[src/rtl/fc_ctrl_pkg.sv]
// Shared types and helpers for the fully-connected layer controller.
package fc_ctrl_pkg;

  typedef enum logic [1:0] {LOAD, COMPUTE, DRAIN, OUTPUT} fc_state_t;

  // Bit width needed to hold 0..n-1, never less than one bit.
  function automatic int clog2_min1(input int n);
    int w;
    w = $clog2(n);
    return (w < 1) ? 1 : w;
  endfunction

endpackage

[src/rtl/fc_layer_ctrl_mod_counter.sv]
// Modulo-MOD counter with synchronous clear (priority) and count enable.
// wrap flags the terminal value so the caller can detect the last step.
module mod_counter
  import fc_ctrl_pkg::*;
#(
  parameter int MOD = 4,
  localparam int W = clog2_min1(MOD)
) (
  input  logic         clk,
  input  logic         en,
  input  logic         clr,
  output logic [W-1:0] cnt,
  output logic         wrap
);

  assign wrap = (cnt == W'(MOD - 1));

  // Clear wins over enable; counting past MOD-1 rolls back to zero.
  always_ff @(posedge clk) begin
    if (clr)
      cnt <= '0;
    else if (en)
      cnt <= wrap ? '0 : cnt + W'(1);
  end

endmodule

[src/rtl/fc_layer_ctrl.sv]
// Sequencer for one fully-connected layer: load M inputs, then for each of
// N/P output groups run M accumulate steps on P MACs, let the MAC pipe
// drain, and stream P results out.
module fc_layer_ctrl
  import fc_ctrl_pkg::*;
#(
  parameter int M      = 4,
  parameter int N      = 8,
  parameter int P      = 2,
  parameter int MACLAT = 2,
  localparam int XW = clog2_min1(M),
  localparam int WW = clog2_min1(M * N / P),
  localparam int OW = clog2_min1(P)
) (
  input  logic          clk,
  input  logic          reset,
  input  logic          s_valid,
  output logic          s_ready,
  input  logic          m_ready,
  output logic          m_valid,
  output logic          wr_en_x,
  output logic [XW-1:0] addr_x,
  output logic [WW-1:0] addr_w,
  output logic          clear_acc,
  output logic          en_acc,
  output logic [OW-1:0] out_sel
);

  localparam int G  = N / P;
  localparam int GW = clog2_min1(G);
  localparam int DW = clog2_min1(MACLAT);

  fc_state_t state, state_next;

  logic [XW-1:0] xcnt;
  logic [WW-1:0] wcnt;
  logic [GW-1:0] grp;
  logic [DW-1:0] dcnt;
  logic [OW-1:0] ocnt;

  logic x_en, x_clr, x_wrap;
  logic w_en, w_clr, w_wrap;
  logic g_en, g_clr, g_wrap;
  logic d_en, d_clr, d_wrap;
  logic o_en, o_clr, o_wrap;

  mod_counter #(.MOD(M))         u_xcnt (.clk(clk), .en(x_en), .clr(x_clr), .cnt(xcnt), .wrap(x_wrap));
  mod_counter #(.MOD(M * N / P)) u_wcnt (.clk(clk), .en(w_en), .clr(w_clr), .cnt(wcnt), .wrap(w_wrap));
  mod_counter #(.MOD(G))         u_grp  (.clk(clk), .en(g_en), .clr(g_clr), .cnt(grp),  .wrap(g_wrap));
  mod_counter #(.MOD(MACLAT))    u_dcnt (.clk(clk), .en(d_en), .clr(d_clr), .cnt(dcnt), .wrap(d_wrap));
  mod_counter #(.MOD(P))         u_ocnt (.clk(clk), .en(o_en), .clr(o_clr), .cnt(ocnt), .wrap(o_wrap));

  // Control only needs the terminal flags of these counters, not their values.
  logic unused_cnt;
  assign unused_cnt = &{1'b0, w_wrap, grp, dcnt};

  // State register; reset always lands in LOAD.
  always_ff @(posedge clk) begin
    if (!reset)
      state <= LOAD;
    else
      state <= state_next;
  end

  // Next state, strobes and counter controls. Reset low overrides all of it
  // so a mid-vector reset drops the strobes in the same cycle.
  always_comb begin
    state_next = state;
    s_ready    = 1'b0;
    m_valid    = 1'b0;
    wr_en_x    = 1'b0;
    en_acc     = 1'b0;
    clear_acc  = 1'b0;
    x_en = 1'b0; x_clr = 1'b0;
    w_en = 1'b0; w_clr = 1'b0;
    g_en = 1'b0; g_clr = 1'b0;
    d_en = 1'b0; d_clr = 1'b0;
    o_en = 1'b0; o_clr = 1'b0;

    case (state)
      LOAD: begin
        s_ready = 1'b1;
        if (s_valid) begin
          wr_en_x = 1'b1;
          x_en    = 1'b1;
          if (x_wrap) begin
            state_next = COMPUTE;
            w_clr      = 1'b1;
            g_clr      = 1'b1;
          end
        end
      end
      COMPUTE: begin
        en_acc    = 1'b1;
        clear_acc = (xcnt == '0);
        x_en      = 1'b1;
        w_en      = 1'b1;
        if (x_wrap) begin
          state_next = DRAIN;
          d_clr      = 1'b1;
        end
      end
      DRAIN: begin
        d_en = 1'b1;
        if (d_wrap) begin
          state_next = OUTPUT;
          o_clr      = 1'b1;
        end
      end
      OUTPUT: begin
        m_valid = 1'b1;
        if (m_ready) begin
          o_en = 1'b1;
          if (o_wrap) begin
            if (g_wrap) begin
              state_next = LOAD;
              w_clr      = 1'b1;
              g_clr      = 1'b1;
            end else begin
              g_en       = 1'b1;
              state_next = COMPUTE;
            end
          end
        end
      end
      default: state_next = LOAD;
    endcase

    if (!reset) begin
      state_next = LOAD;
      s_ready    = 1'b0;
      m_valid    = 1'b0;
      wr_en_x    = 1'b0;
      en_acc     = 1'b0;
      clear_acc  = 1'b0;
      x_en = 1'b0; w_en = 1'b0; g_en = 1'b0; d_en = 1'b0; o_en = 1'b0;
      x_clr = 1'b1; w_clr = 1'b1; g_clr = 1'b1; d_clr = 1'b1; o_clr = 1'b1;
    end
  end

  // Addresses follow their counters; held at zero while in reset so the
  // datapath never sees stale counter values.
  assign addr_x  = reset ? xcnt : '0;
  assign addr_w  = reset ? wcnt : '0;
  assign out_sel = reset ? ocnt : '0;

endmodule

[config.mk]
export PLATFORM = sky130hd
export DESIGN_NAME = fc_layer_ctrl
export DESIGN_NICKNAME = d
export VERILOG_FILES = /design/src/rtl/fc_ctrl_pkg.sv /design/src/rtl/fc_layer_ctrl_mod_counter.sv /design/src/rtl/fc_layer_ctrl.sv
export SDC_FILE = /design/constraint.sdc
export NUM_CORES = 1
export LEC_CHECK = 0
export CORE_ASPECT_RATIO = 1.4
export CORE_MARGIN = 3
export CORE_UTILIZATION = 38
export CTS_BUF_LIST = sky130_fd_sc_hd__clkbuf_4
export CTS_CLUSTER_DIAMETER = 120
export DETAILED_ROUTE_END_ITERATION = 8
export DONT_BUFFER_PORTS = 1
export PLACE_DENSITY_LB_ADDON = 0.05
export SLEW_MARGIN = 25
export SYNTH_ARGS = -nofsm -noshare
export SYNTH_HDL_FRONTEND = slang
export SYNTH_SLANG_ARGS = --single-unit
export TNS_END_PERCENT = 5
[constraint.sdc]
create_clock -name clk -period 2.13 [get_ports clk]
set_input_delay 0.639 -clock clk [delete_from_list [all_inputs] [get_ports clk]]
set_output_delay 0.639 -clock clk [all_outputs]
set_load 0.01 [all_outputs]
-- Word-level counts from Yosys, hierarchy flattened
Cells that the tools add are included.
- bits in registers: 12
- input bits: 4
- output and inout bits: 12
- logic and storage cells: 77
- add/subtract/negate cells: 5
- equality and inequality tests: 12
- mux-type cells: 51
- reductions and logical operators: 3
- operators by type and width (operator ; count):
    1-bit 2-to-1 mux ; 37
    2-bit 2-to-1 mux ; 9
    2-bit == test (second input constant) ; 4
    4-bit 2-to-1 mux ; 2
    2-bit by 1-bit != test with 1-bit output (second input constant) ; 4
    2-bit one-hot mux with 4 select lines ; 1
    6-bit AND reduction ; 1
    2-bit by 1-bit adder with 2-bit output (second input constant) ; 2
    4-bit by 1-bit adder with 4-bit output (second input constant) ; 1
    4-bit == test (second input constant) ; 1
    2-bit logical NOT ; 2
    2-bit != test (second input constant) ; 2
    1-bit one-hot mux with 2 select lines ; 2
    1-bit adder (second input constant) ; 2
    2-bit by 1-bit == test with 1-bit output (second input constant) ; 1

-- Logic depth before layout (Yosys ltp)
- depth after elaboration: 6
- mapped depth: 5
- gate-level depth less buffers: 5

-- Hierarchy
Synthesis repeated with hierarchy kept, for this count alone.
- cells, all modules: 94
- area, all modules: 810.8 um^2
- by module, submodules not included (module ; instances ; cells an instance ; area an instance (um^2)):
    fc_layer_ctrl ; 1 ; 51 ; 381.6
    mod_counter (u_wcnt) ; 1 ; 19 ; 176.4
    mod_counter (u_grp ...) ; 2 ; 8 ; 86.3
    mod_counter (u_dcnt ...) ; 2 ; 4 ; 40.0

-- Worst setup path after synthesis
OpenSTA, ideal clock, no wires.
- path kind: input-to-output
- start point: input reset
- end point: output wr_en_x
- data arrival time: 1.086 ns
- setup slack: 0.405 ns
- stages on the path: 2
- buffers on the path: 1
- cells stage by stage: clkbuf_1 and3_1
- longest elaborated chain between the ends: 1
- RTL lines (element ; line ; RTL):
    from (decl) ; fc_layer_ctrl.sv:16 ; input logic reset,
    1-bit 2-to-1 mux ; fc_layer_ctrl.sv:129 ; if (!reset) begin
    to (decl) ; fc_layer_ctrl.sv:21 ; output logic wr_en_x,
Every way passes these cells.

-- Worst setup path in the final report
- start point: register state[0]
- end point: output en_acc
- longest elaborated chain between the ends: 3
- RTL lines (element ; line ; RTL):
    from (decl) ; fc_layer_ctrl.sv:33 ; fc_state_t state, state_next;
    from (signal assigned) ; fc_layer_ctrl.sv:62 ; state <= state_next;
    2-bit by 1-bit == test with 1-bit output ; fc_layer_ctrl.sv:80 ; case (state)
    1-bit 2-to-1 mux ; fc_layer_ctrl.sv:80 ;
    1-bit 2-to-1 mux ; fc_layer_ctrl.sv:129 ;
    to (decl) ; fc_layer_ctrl.sv:25 ; output logic en_acc,
Every way passes these cells.

==> flow_summary.yaml <==
outcome:
  status: "complete, no violations"
sta:
  skew_ns: 0.00244
  min_period_ns: 1.95
  hold_viol_final: 0
  setup_violations: 0
  slew_headroom: 0.657
  setup_tns_ns: 0
  tightest_slew_ns: 0.514
  rsz0062_at_grt: "false"
  fin_ws_ns: 0.182
  min_period_over_period: 0.915
  drv_slew: 0
  timing.fmax_mhz: 513
global_route:
  track_usage: 0.135
  grt_max_degree: 25
  grt_pass1_vias: 638
  grt_pass1_wl_um: 2640
  antenna_found_initial: 0
  gr-total-overflow: 0
synth:
  synth_compound_area_frac: 0.164
  synthMuxAreaShare: 0.0260
  synth_xor_area_frac: 0.0341
  synth_fa_ha_area_frac: 0.130
  synth_cells: 91
  yosysWarnings: 0
  synthSimpleGateAreaFrac: 0.291
  syn_nets: 103
  ys_top_cells_by_area: "dfxtp_1 31%, ha_1 13%, and2_1 6.5%"
  syn_avg_cell_area_um2: 8.47
  synth_area_leader_cell: "dfxtp_1"
  synth_top_family_by_area: "simple AND/OR/NAND/NOR gates"
  synth-seq-cells: 12
  synthesis.area_um2: 771
  synth.top_cell.area_share: 0.312
  ys_seq_area_frac: 0.312
  yosysUniqueCellTypes: 29
critical_path:
  worstPathMaxFanout: 8
  worstSetupPathType: "register to output pin"
  cp_top_family: "flip-flops"
  end_kind: "output pin"
  slowest_delay_ns: 0.40
  required_ns: 1.49
  cp-start-kind: "register"
  path_buf_inv: 1
  crit_chain: "ha_1 -> nand2_1 -> inv_1"
  arrival_ns: 1.31
  slowest_stage: "dfxtp_1"
clock_tree:
  cts_setup_buffers: 0
  cts_buffers: 3
  clockBufferDepth: 2
  cts-root-buf: "clkbuf_4"
  cts_resized: 0
  cts_tree: "done"
  ctsHoldBuffers: 0
  path_clk_slew_ns: 0.08
  clock_latency_ns: 0.27
  h-tree-depth: 1
  cts.sinks: 12
placement:
  gp_congestion: 0.706
  dp_slack_ns: 0.443
  placed_cell_area_um2: 788
  port_buffers: 0
  place.detailed.hpwl_um: 1130
final_layout:
  area_growth_pct: 5.68
  final_cell_mix: "13 x nand2_1, 12 x dfxtp_1, 8 x and2_1, 8 x ha_1"
  seqCellArea_um2: 240
  utilization: 0.441
  layout_commonest_cell: "nand2_1"
  multi_input_area_um2: 497
  layout.nets: 106
  antenna_cells: 0
  fin_area_um2: 815
  nFillCells: 198
  layout-drive-gt1-share: 0.0645
power:
  p_clk_frac: 0.240
  swShare: 0.345
  total_power_uw: 620
  powerDensity_nw_per_um2: 761
  ir_drop_v: 0.000367
  power_frac_seq: 0.434
  internal-power_uw: 406
  power_switching_uw: 214
  p_comb_frac: 0.325
  p_leak_uw: 0.000337
floorplan:
  start_util: 0.417
  die-width_um: 44.1
  die_area_um2: 2610
  rows: 18
  core_um2: 1850
  die_h_um: 59.3
  ios: 16
drt:
  vias: 640
  wl_um: 1500
  remaining_drc_errors: 0
  viasPerCell: 5.66
  drtIter0Drc: 18
  firstDrtPassIters: 4
  wl_per_cell_um: 13.3
  drtAntennaViolNets: 0
hold_path:
  hp-class: "register to register"
flow_run:
  cap_violations: 0
[power groups by stage]
stage	clock (uW)	combinational [uW]	sequential, uW
floorplan	0	172	269
global placement	0	198	275
detailed placement	0	202	274
CTS	157	204	269
global route	169	227	273
finish	149	202	269
[Yosys cell counts]
| cell type | n |
|---|---|
| a2111oi_0 | 1 |
| a21boi_0 | 2 |
| a21boi_1 | 1 |
| a21oi_1 | 7 |
| a311o_1 | 1 |
| and2_1 | 8 |
| and3_1 | 4 |
| clkbuf_1 | 2 |
| dfxtp_1 | 12 |
| ha_1 | 8 |
| inv_1 | 7 |
| mux2i_1 | 2 |
| nand2_1 | 13 |
| nand3_1 | 4 |
| nand4b_1 | 1 |
| nor2_1 | 1 |
| nor2b_1 | 2 |
| nor2b_4 | 1 |
| o211ai_1 | 1 |
| o21ai_0 | 1 |
| o22ai_1 | 1 |
| o311ai_2 | 1 |
| o31ai_1 | 2 |
| or3_1 | 2 |
| or4_1 | 1 |
| or4_4 | 1 |
| or4b_1 | 1 |
| xnor2_1 | 1 |
| xor2_1 | 2 |
[registers in the layout (all words and copies together) (netlist names)]
signal,cells
u_wcnt.cnt,4
state,2
u_grp.cnt,2
u_xcnt.cnt,2
u_dcnt.cnt,1
u_ocnt.cnt,1
[worst register-to-register path: cells and delay by family, from the launching register on]
family	cells	cell delay (ns)
and+or+nand+nor	2	0.71
DFF	1	0.39
adders and majority gates	1	0.28
muxes	1	0.13
buffers and inverters	1	0.08
[final timing paths]
check,from,to,slack (ns),cells after the start
worst max-delay path,state[0],en_acc,0.18,3
worst min-delay path,u_grp.cnt[1],u_grp.cnt[1],0.48,2
worst max register to register,state[1],state[1],0.44,5
worst min register to register,u_grp.cnt[1],u_grp.cnt[1],0.48,2
[final cells by class]
| type | instances | share of cell area |
|---|---|---|
| Multi-Input combinational cell | 70 | 0.610 |
| Tap cell | 20 | 0.0307 |
| Clock buffer | 3 | 0.0276 |
| Inverter | 7 | 0.0323 |
| Clock inverter | 1 | 0.00461 |
| Sequential cell | 12 | 0.295 |
[through the flow]
step                      std cells  hold WS, ns
after global placement          109        0.473
after CTS                       113        0.486
after global routing            113        0.495
after detailed placement        109        0.474
after floorplan                  91        0.452
final                           113        0.478
[layer usage]
layer | vias to the layer above | GRT usage | wire, um
met4 | 0 | 0.0776 | 18
li1 | 322 | - | -
met5 | - | 0 | 0
met3 | 2 | 0.0334 | 58
met1 | 302 | 0.150 | 678
met2 | 14 | 0.227 | 744
[cells by family after synthesis]
logic type	count (synthesis)
DFF	12
and+or+nand+nor	39
buffers and inverters	9
muxes	2
adders and majority gates	8
AOI/OAI and AO/OA	18
xor gates and xnor gates	3
No activity file was read; power rests on OpenSTA's default activity.
